## config.mk

```make
export PLATFORM = sky130hd
export DESIGN_NAME = conv_window_ctrl
export DESIGN_NICKNAME = d
export VERILOG_FILES = /design/src/rtl/npu_conv_pkg.sv /design/src/rtl/conv_window_ctrl.sv
export SDC_FILE = /design/constraint.sdc
export NUM_CORES = 1
export LEC_CHECK = 0
export CAP_MARGIN = 10
export CORE_MARGIN = 4
export CORE_UTILIZATION = 30
export CTS_BUF_LIST = sky130_fd_sc_hd__clkbuf_8
export DETAILED_ROUTE_END_ITERATION = 8
export GPL_TIMING_DRIVEN = 1
export HOLD_SLACK_MARGIN = 0.08
export SLEW_MARGIN = 20
export SYNTH_ARGS = -nofsm -noshare
export SYNTH_HDL_FRONTEND = slang
export SYNTH_SLANG_ARGS = --single-unit
```

## constraint.sdc

```tcl
create_clock -name clk -period 3.65 [get_ports clk]
set_input_delay 0.73 -clock clk [delete_from_list [all_inputs] [get_ports clk]]
set_output_delay 0.73 -clock clk [all_outputs]
set_load 0.005 [all_outputs]
```

## src/rtl/npu_conv_pkg.sv

```systemverilog
// Shared types and default geometry for the convolution window sequencer.
package npu_conv_pkg;

    typedef enum logic [1:0] {
        IDLE  = 2'd0,
        RUN   = 2'd1,
        GAP   = 2'd2,
        FLUSH = 2'd3
    } win_state_e;

    localparam int IMG_H_DEF = 5;
    localparam int IMG_W_DEF = 5;
    localparam int K_H_DEF   = 3;
    localparam int K_W_DEF   = 3;

    // Number of output positions along one axis for stride 1.
    function automatic int out_count(input int img, input int k);
        return img - k + 1;
    endfunction

endpackage

```

## src/rtl/conv_window_ctrl.sv

```systemverilog
// Sliding-window sequencer: walks K_H-row bands of the image one column per
// cycle, drives the window register's clear/load and tags each full window.
module conv_window_ctrl
    import npu_conv_pkg::*;
#(
    parameter int IMG_H = IMG_H_DEF,
    parameter int IMG_W = IMG_W_DEF,
    parameter int K_H   = K_H_DEF,
    parameter int K_W   = K_W_DEF,
    parameter int RW    = $clog2(IMG_H),
    parameter int CW    = $clog2(IMG_W)
) (
    input  logic          clk,
    input  logic          rst_n,
    input  logic          start,
    input  logic          abort,
    input  logic          hold,
    output logic          busy,
    output logic          done,
    output logic          img_rd_en,
    output logic [RW-1:0] img_rd_row,
    output logic [CW-1:0] img_rd_col,
    output logic          win_load_en,
    output logic          win_clear,
    output logic          win_valid,
    output logic [RW-1:0] win_row,
    output logic [CW-1:0] win_col
);

    localparam int LAST_ROW = out_count(IMG_H, K_H) - 1;
    localparam int LAST_COL = IMG_W - 1;
    localparam int FULL_COL = K_W - 1;

    win_state_e    state;
    logic [RW-1:0] row;
    logic [CW-1:0] col;
    logic          busy_q;
    logic          done_q;
    logic          abort_clr;
    logic          rd_en;

    logic          ld_en;
    logic [RW-1:0] ld_row;
    logic [CW-1:0] ld_col;
    logic          vld;
    logic [RW-1:0] v_row;
    logic [CW-1:0] v_col;

    // Read issue follows hold in the same cycle so a held column (and its
    // clear) is simply deferred; the counters stay put meanwhile.
    assign rd_en       = (state == RUN) && !hold;
    assign img_rd_en   = rd_en;
    assign img_rd_row  = row;
    assign img_rd_col  = col;
    assign win_clear   = (rd_en && (col == '0)) || abort_clr;
    assign win_load_en = ld_en;
    assign win_valid   = vld;
    assign win_row     = v_row;
    assign win_col     = v_col;
    assign busy        = busy_q;
    assign done        = done_q;

    // Scan FSM with row/column counters; abort from any busy state wins.
    always_ff @(posedge clk or negedge rst_n) begin
        if (!rst_n) begin
            state     <= IDLE;
            row       <= '0;
            col       <= '0;
            busy_q    <= 1'b0;
            done_q    <= 1'b0;
            abort_clr <= 1'b0;
        end else begin
            abort_clr <= 1'b0;
            if (state != IDLE && abort) begin
                state     <= IDLE;
                row       <= '0;
                col       <= '0;
                busy_q    <= 1'b0;
                done_q    <= 1'b0;
                abort_clr <= 1'b1;
            end else begin
                case (state)
                    IDLE: begin
                        if (start && !abort) begin
                            state  <= RUN;
                            busy_q <= 1'b1;
                        end
                    end
                    RUN: begin
                        if (!hold) begin
                            if (col == CW'(LAST_COL)) begin
                                col   <= '0;
                                state <= GAP;
                            end else begin
                                col <= col + CW'(1);
                            end
                        end
                    end
                    GAP: begin
                        if (row == RW'(LAST_ROW)) begin
                            state  <= FLUSH;
                            done_q <= 1'b1;
                        end else begin
                            row   <= row + RW'(1);
                            state <= RUN;
                        end
                    end
                    FLUSH: begin
                        state  <= IDLE;
                        row    <= '0;
                        busy_q <= 1'b0;
                        done_q <= 1'b0;
                    end
                    default: state <= IDLE;
                endcase
            end
        end
    end

    // Two-stage tag pipeline: read -> load into window register -> window valid.
    always_ff @(posedge clk or negedge rst_n) begin
        if (!rst_n) begin
            ld_en  <= 1'b0;
            ld_row <= '0;
            ld_col <= '0;
            vld    <= 1'b0;
            v_row  <= '0;
            v_col  <= '0;
        end else begin
            ld_en  <= rd_en && !abort;
            ld_row <= row;
            ld_col <= col;
            vld    <= ld_en && (ld_col >= CW'(FULL_COL)) && !abort;
            if (ld_en && (ld_col >= CW'(FULL_COL))) begin
                v_row <= ld_row;
                v_col <= ld_col - CW'(FULL_COL);
            end
        end
    end

endmodule
```

==> metrics.csv <==
metric;value;unit
status;completed;
pwr-share-comb;0.227;
worstMarginPinSlew;0.547;ns
io_buffers;22;
fmax;0.338;GHz
relSlewSlack;0.635;
clkSinkCount;25;
hp-class;reg -> reg;
ys.flop_type;dfrtp_1;
synth_edf_count;0;
clkLatencyLatePin;0.26;ns
rows;21;
gp_congestion;0.765;
vias_per_cell;4.63;
cp_max_fo;8;
synth.area.top_cells;dfrtp_1, ha_1, a21oi_1;
die_h;67.4;microns
cts_made_buffers;3;
synth_area;1060;sq um
finClkSkew;0.00327;ns
drive_above_1_share;0.0526;
stdcell_count;160;
fin_crit;2.96;ns
grt_pass1_wl;3300;microns
area_growth_syn_to_layout;28.3;%
avgSynthCellArea;11.5;sq um
finalCritPeriodShare;0.810;
fillers;360;
setup_viol;0;
synthArstFlopShare;1.00;
via_count;741;
layout.nets;125;
fin_setup_tns;0;ns
critPathCaptureType;output port;
yosys.area.top_type;dfrtp_1;
core_region_area;3360;sq um
floorplan.die_area;4540;sq um
insertedDiodeCount;0;
switching_share;0.263;
crit_arrival;2.23;ns
io_pins;23;
post_cts_resized;0;
wl_per_cell;11.8;microns
ir_worst_vdd;0.224;mV
yosys_warnings;0;
drv_slew;0;
p_sw;0.171;mW
grt_overflow;0;
synthCells;92;
place_inst;156;
dpl.hpwl;1390;microns
drt_iter0_drc;18;
seq_area_frac_synth;0.592;
yosysUniqueCellTypes;28;
clockBufferDepth;2;
yosys.area.top_type_share;0.592;
cts_root_buf;clkbuf_8;
first_global_vias;755;
cts.htree.levels;1;
start_util;0.314;
cts_hold_buf;0;
grt_use_total;0.0965;
postCtsSetupBuffers;0;
ant_nets;0;
drc_errors;0;
p_seq_frac;0.533;
finalHoldViolCount;0;
synthTopCellsByCount;dfrtp_1, a21oi_1, inv_1, nor2_1, ha_1;
clockPowerShare;0.240;
clk_pin_slew;0.08;ns
power.leakage;0.629;nW
p_int;0.479;mW
antenna_found_initial;0;
die_x;67.4;microns
tritoncts;done;
synth.most_common_cell;dfrtp_1;
drt_wl_total;1890;microns
cap_violations;0;
synth_nets;102;
rsz0062_at_grt;no;
critPathRequiredTime;2.92;ns
criticalPathCategory;in -> out;
ys_ff_latch;25;
power_density;479;nW/um^2
first_pass_iters;4;
grt_max_degree;26;
cp-start-kind;input port;
==> metal layers <==
| metal | track usage | up-vias | part of all wire |
|---|---|---|---|
| li1 | - | 354 | - |
| met1 | 0.115 | 361 | 0.43 |
| met2 | 0.158 | 22 | 0.48 |
| met3 | 0.0200 | 4 | 0.066 |
| met4 | 0.0608 | 0 | 0.016 |
| met5 | 0 | - | 0 |
==> per-stage QoR <==
step / setup WS (ns) / hold WS, ns / power (mW) / area (sq um) / utilization
2_1_floorplan: 1.71 / 0.420 / 0.414 / 1060 / -
3_3_place_gp: 0.705 / 0.424 / 0.497 / 1320 / 0.391
3_5_place_dp: 0.684 / 0.423 / 0.503 / 1320 / 0.391
4_1_cts: 0.686 / 0.447 / 0.661 / 1360 / 0.405
5_1_grt: 0.634 / 0.465 / 0.700 / 1360 / 0.403
6_report: 0.695 / 0.444 / 0.650 / 1360 / 0.403
==> final cells by class <==
class	instances	area [sq um]	share of cell area
clock buffers	3	41.3	0.0304
clock inverters	1	3.75	0.00277
well taps	46	57.6	0.0424
inverters	8	30.0	0.0221
multi-input cells	55	383	0.282
flip-flops and latches	25	626	0.461
repair buffers	22	215	0.159
==> critical path: stages <==
cell             delay (ns)
clkdlybuf4s50_1        0.47
nor3b_4                0.34
a31o_1                 0.19
clkdlybuf4s50_1        0.49
==> registers in the layout, indices dropped and copies added, names as in the netlist <==
| name | count |
|---|---|
| img_rd_col | 3 |
| busy | 1 |
| state | 2 |
| win_col | 3 |
| done | 1 |
| abort_clr | 1 |
| win_row | 3 |
| win_valid | 1 |
| ld_col | 3 |
| img_rd_row | 3 |
| win_load_en | 1 |
| ld_row | 3 |
==> power groups by stage <==
stage / clock [mW] / combinational [mW] / sequential, mW
final: 0.156 / 0.148 / 0.346
after global routing: 0.175 / 0.170 / 0.354
after CTS: 0.162 / 0.152 / 0.348
after detailed placement: 0 / 0.150 / 0.353
after global placement: 0 / 0.146 / 0.351
after floorplan: 0 / 0.0656 / 0.349
==> worst paths after layout <==
| path | startpoint | to | slack, ns | depth (start not counted) |
|---|---|---|---|---|
| worst max register to register | img_rd_col[0]$_DFFE_PN0P_ | state[1]$_DFFE_PN0P_ | 2.09 | 5 |
| min in group asynchronous | rst_n | img_rd_col[0]$_DFFE_PN0P_ | 0.45 | 1 |
| worst min-delay path | img_rd_row[0]$_DFFE_PN0P_ | ld_row[0]$_DFF_PN0_ | 0.44 | 0 |
| max in group asynchronous | rst_n | abort_clr$_DFF_PN0_ | 2.84 | 1 |
| worst min register to register | img_rd_row[0]$_DFFE_PN0P_ | ld_row[0]$_DFF_PN0_ | 0.44 | 0 |
| worst max-delay path | hold | win_clear | 0.69 | 4 |
==> kinds of logic after synthesis <==
family | after synthesis | synth area share
buffers and inverters | 12 | 0.0461
adders and majority gates | 5 | 0.0592
AOI/OAI and AO/OA | 20 | 0.111
muxes | 6 | 0.0615
DFF | 25 | 0.592
and+or+nand+nor | 24 | 0.130
==> cells in the final DEF, fill, tap and decap left out, drive strengths merged, types with 2 or more instances in the layout <==
cell	netlist	final
nand2b	2	2
mux2	4	4
nor3	2	2
dfrtp	25	25
nand2	4	4
nand3b	2	2
mux2i	2	2
o21ai	5	5
inv	8	9
ha	5	5
clkdlybuf4s50	0	21
nor2b	2	2
a21oi	9	9
nor2	7	7
clkbuf	1	3
(Power assumes the default switching activity.)
==> patch 1 (config.mk and constraints unchanged) <==
Encoding of `win_state_e`: now one-hot (4 bits for 4 states).
--- a/src/rtl/npu_conv_pkg.sv
+++ b/src/rtl/npu_conv_pkg.sv
@@ -3,7 +3,7 @@
 
-    typedef enum logic [1:0] {
-        IDLE  = 2'd0,
-        RUN   = 2'd1,
-        GAP   = 2'd2,
-        FLUSH = 2'd3
+    typedef enum logic [3:0] {
+        IDLE  = 4'b0001,
+        RUN   = 4'b0010,
+        GAP   = 4'b0100,
+        FLUSH = 4'b1000
     } win_state_e;
Function: same outputs for any inputs over 10 cycles, from zero or initial values and one cycle with rst_n low; not proved beyond that.
==> patch 1 against the original RTL <==
  * Sequential cell count is 2 higher
  * Synthesized area rose by 14%
  * Sequential share of layout area is 1.5 points lower
  * Wire length grew 19%
  * Global-route usage fell by 0.25 points
  * Worst setup slack worse by 0.062 ns
  * Final area rose by 12%
  * Utilization fell by 0.15 points
  * Largest cell class unchanged
  * Worst hold slack improved by 0.012 ns
Power is not compared: it rests on default switching activity, and its combinational part moved more than twofold at a synthesized area within 25%.
==> patch 1: results (changes against the original RTL) <==
* R2R Setup Slk at 1.89 ns (-0.20 ns)
* CTS resizes at 0 (unchanged)
* 1st-pass router iterations at 4 (unchanged)
* Asr flop ratio synth at 100% (unchanged)
* Hold endpoint: ld_row[0]
* Routed WL at 2240 um (+19%)
* Largest net degree at the start of global routing at 28 (+7.7%)
* Pleak at 0.000659 uW
* GRT Overall Usage at 9.41% (-0.25 points)
* Warnings from Yosys at 0 (unchanged)
* Number of global-route vias before repair at 805 (+6.6%)
* Hold WC Path Type: reg -> reg
* CTS root buf: clkbuf_8
* Worst hold start: img_rd_row[0]
* Worst-path fanout max at 7 (-1)
* Critical Path AT at 2.29 ns (+0.06 ns)
* Critical path's slowest cell: or4b_1
* Max reg flops at 4
* Nets at 136 (+8.8%)
* RR Startpoint: img_rd_row[0]
* Fin Clk Skew at 0.00533 ns (+0.00205 ns)
* Syn Nets at 112 (+9.8%)
* # H-tree levels at 1 (unchanged)
* Detailed-placement wirelength estimate at 1650 um (+19%)
* Status: finished clean
* Largest stage delay, worst path at 0.73 ns (+0.24 ns)
* Reg2reg path depth at 6 (+1)
* Top cells by count, synth: dfrtp_1 (26), nand2_1 (7), a21oi_1 (6), inv_1 (6)
* Post-synth cell types at 35 (+25%)
* Fillers at 360 (unchanged)
* Initial antenna violation count at 0 (unchanged)
* VDD IR max at 0.000245 V
* Most flops, register: state
* Slew @ Worst Pin at 0.460 ns (-0.0869 ns)
* Delay-heaviest family, CP: simple AND/OR/NAND/NOR gates
* Residual DRC at 0 (unchanged)
* ANT cells at 0 (unchanged)
* Worst skew pair latency at 0.27 ns
* CTS Buf Count at 3 (unchanged)
* Hold depth at 0 (unchanged)
* GP Congestion at 0.800 (+4.5%)
* Clock transition at path regs at 0.09 ns
* CTS max path bufs at 2 (unchanged)
* Worst hold slack at 0.456 ns (+0.0121 ns)
* Post-synthesis sequential area ratio at 56.0% (-3.2 points)
* Port bufs at 22 (unchanged)
* Postcts setup bufs at 0 (unchanged)
* Iter 0 DRT Violations at 23 (+5)
* Vias at 836 (+13%)
* FF-to-FF End: img_rd_row[0]
* Top cells by area, synth: dfrtp_1 (54%), ha_1 (5.2%), mux2_1 (3.7%)
* Share of cells above drive strength 1 at 8.80% (+3.5 points)
* First-pass GRT wire length at 3800 um (+15%)
-- patch 1: cell count changes after synthesis, sizes merged, moves of 2 or more --
cell / unedited run / this run
a21oi: 9 / 6
nand2: 4 / 7
nor4b: 0 / 3
inv: 8 / 6
mux2i: 2 / 0
nor2b: 2 / 4
-- patch 1: layout make-up --
cell class | instances | area share [%]
repair buffers | 23 | 15.0
inverters | 6 | 1.49
well taps | 48 | 3.96
clock buffers | 3 | 2.73
multi-input cells | 65 | 31.6
flip-flops and latches | 27 | 44.7
clock inverters | 1 | 0.495
-- patch 1: cell families after synthesis --
logic type	synth area share, %
compound gates	10.6
xor+xnor	0.725
fa+ha+maj	5.18
buf+inv	4.35
flops	56.0
mux	4.66
simple gates	18.5
-- patch 1: worst max-delay path by stage --
stage | slack [ns] | cells after the start | start | endpoint
floorplan | 1.53 | 5 | state[2] | win_clear
global placement | 0.78 | 4 | hold | win_clear
detailed placement | 0.77 | 4 | hold | win_clear
CTS | 0.62 | 4 | state[3] | win_clear
global route | 0.52 | 4 | state[2] | win_clear
finish | 0.63 | 4 | state[3] | win_clear
-- patch 1: per-stage QoR --
step,cell area [um2],setup WS (ns),total power [uW],util (%),cells
after floorplan,1210,1.53,342,-,102
after global placement,1470,0.777,369,38.9,169
after global routing,1520,0.516,558,40.2,173
after CTS,1520,0.619,541,40.2,173
final,1520,0.632,532,40.2,173
after detailed placement,1470,0.765,370,38.9,169
-- patch 1: worst register-to-register path: stages, from the launching register on --
cell,delay [ns]
dfrtp_1,0.42
inv_1,0.09
ha_1,0.16
nor2b_1,0.28
nor3b_1,0.09
o32ai_1,0.45
mux2_1,0.20
-- patch 1: power by group --
group          internal, uW  switching, uW
Clock                  77.4           91.9
Sequential              307           7.61
Combinational          24.2           24.3
-- patch 1: layer usage --
layer,vias up,wire length (um),GRT usage (%)
met2,27,1020,14.6
met4,0,43,4.80
li1,406,-,-
met1,398,1050,12.2
met3,5,128,2.24
met5,-,0,0
==> patch 2 (same flow settings) <==
Made on the original files. The package constant `IMG_H_DEF` goes from 5 to 4.
--- a/src/rtl/npu_conv_pkg.sv
+++ b/src/rtl/npu_conv_pkg.sv
@@ -10,3 +10,3 @@
 
-    localparam int IMG_H_DEF = 5;
+    localparam int IMG_H_DEF = 4;
     localparam int IMG_W_DEF = 5;
Interface: changed (resized img_rd_row and win_row); port bits go from 23 to 21. No check against the original RTL was run, so the function may have changed too.
==> patch 2 against the original RTL <==
  * Non-clock buffer count down 2
  * Wire length down 16%
  * Sequential cell count down 3
  * Combinational power down 22%
  * Synthesized area down 11%
  * Worst hold slack worse by 0.020 ns
  * Global-route usage down 0.69 points
  * Worst setup slack better by 0.0091 ns
  * Via count down 15%
  * Final area down 11%
  * Clock skew down 0.0015 ns
  * Power down 15%
  * Highest routed layer unchanged
==> patch 2: results (changes against the original RTL) <==
* Status: finished clean
* WL per Instance at 10.9 um (-7.8%)
* Worst slew margin at 68.2% (+4.6 points)
* Postcts setup bufs at 0 (unchanged)
* Beginning of the critical path: hold
* Iter 0 DRT Violations at 15 (-3)
* Port bufs at 20 (-9.1%)
* Area post-placement at 1170 um2 (-11%)
* # H-tree levels at 1 (unchanged)
* CTS root buf: clkbuf_8
* Metal-1 WL at 804 um (-1.5%)
* Critical path's slowest cell: clkdlybuf4s50_1
* Top cells by area, synth: dfrtp_1 (59%), ha_1 (5.3%), a21oi_1 (3.7%)
* ANT cells at 0 (unchanged)
* Internal Power at 415 uW (-13%)
* WL met2 at 677 um (-26%)
* Warnings from Yosys at 0 (unchanged)
* Met3 Track Usage GR at 3.51% (+1.5 points)
* Pre-CTS WS at 0.709 ns (+0.0254 ns)
* Residual DRC at 0 (unchanged)
* GRT Overall Usage at 8.97% (-0.69 points)
* Clock transition at path regs at 0.07 ns
* M1 GR Usage at 11.4% (-0.051 points)
* Met3 WL at 82 um (-34%)
* Detailed-placement wirelength estimate at 1200 um (-14%)
* First-pass GRT wire length at 2880 um (-13%)
* Number of global-route vias before repair at 620 (-18%)
* Syn Nets at 92 (-9.8%)
* GP Congestion at 0.792 (+3.5%)
* Synth Instances at 83 (-9.8%)
* Nets at 113 (-9.6%)
* Met2 Use GR at 13.7% (-2.2 points)
* P_comb at 115 uW (-22%)
* Maximum clock frequency at 339 MHz (+0.31%)
* Initial Util at 31.0% (-0.49 points)
* Pleak at 0.000542 uW (-14%)
* Post-synth cell types at 27 (-3.6%)
* Largest stage delay, worst path at 0.49 ns (about the same)
* Fin Clk Skew at 0.00172 ns (-0.00155 ns)
* Post-synthesis sequential area ratio at 58.7% (-0.43 points)
* Hold WC Path Type: in -> async
* Worst hold slack at 0.424 ns (-0.0198 ns)
* Dpl cells at 143 (-8.3%)
* Post-DR vias/cell at 4.31 (-7.0%)
* Routed WL at 1590 um (-16%)
* R2R Setup Slk at 2.13 ns (+0.04 ns)
* Sequential Power at 293 uW (-15%)
* CTS max path bufs at 2 (unchanged)
* Worst-path fanout max at 5 (-3)
* VDD IR max at 0.000220 V (-1.8%)
* Top cells by count, synth: dfrtp_1 (22), nand2_1 (8), a21oi_1 (7), nor2_1 (7), inv_1 (6)
* 1st-pass router iterations at 4 (unchanged)
* Worst skew pair latency at 0.25 ns
* Share of cells above drive strength 1 at 11.8% (+6.5 points)
* Largest net degree at the start of global routing at 23 (-12%)
* CTS resizes at 0 (unchanged)
* Flop pwr share at 53.2% (about the same)
## patch 2: cell families after synthesis
group / after synthesis / synth area share, %
muxes: 4 / 4.67
buffers and inverters: 11 / 5.87
and+or+nand+nor: 24 / 14.4
DFF: 22 / 58.7
adders and majority gates: 4 / 5.34
AOI/OAI and AO/OA: 18 / 10.9
## patch 2: critical path: cells and delay by family
family / cells / cell delay (ns)
buf+inv: 3 / 1.04
simple gates: 1 / 0.45
## patch 2: worst paths after layout
| path | to |
|---|---|
| worst max-delay path | img_rd_en |
| worst min-delay path | win_col[2] |
| worst max register to register | state[1] |
| worst min register to register | ld_row[1] |
| max in group asynchronous | done |
| min in group clk | ld_row[1] |
## patch 2: final cells by class
cell class	count	area (um2)
flip-flops and latches	22	551
multi-input cells	50	332
clock buffers	3	41.3
well taps	44	55.1
fillers	300	1820
repair buffers	20	195
inverters	7	31.3
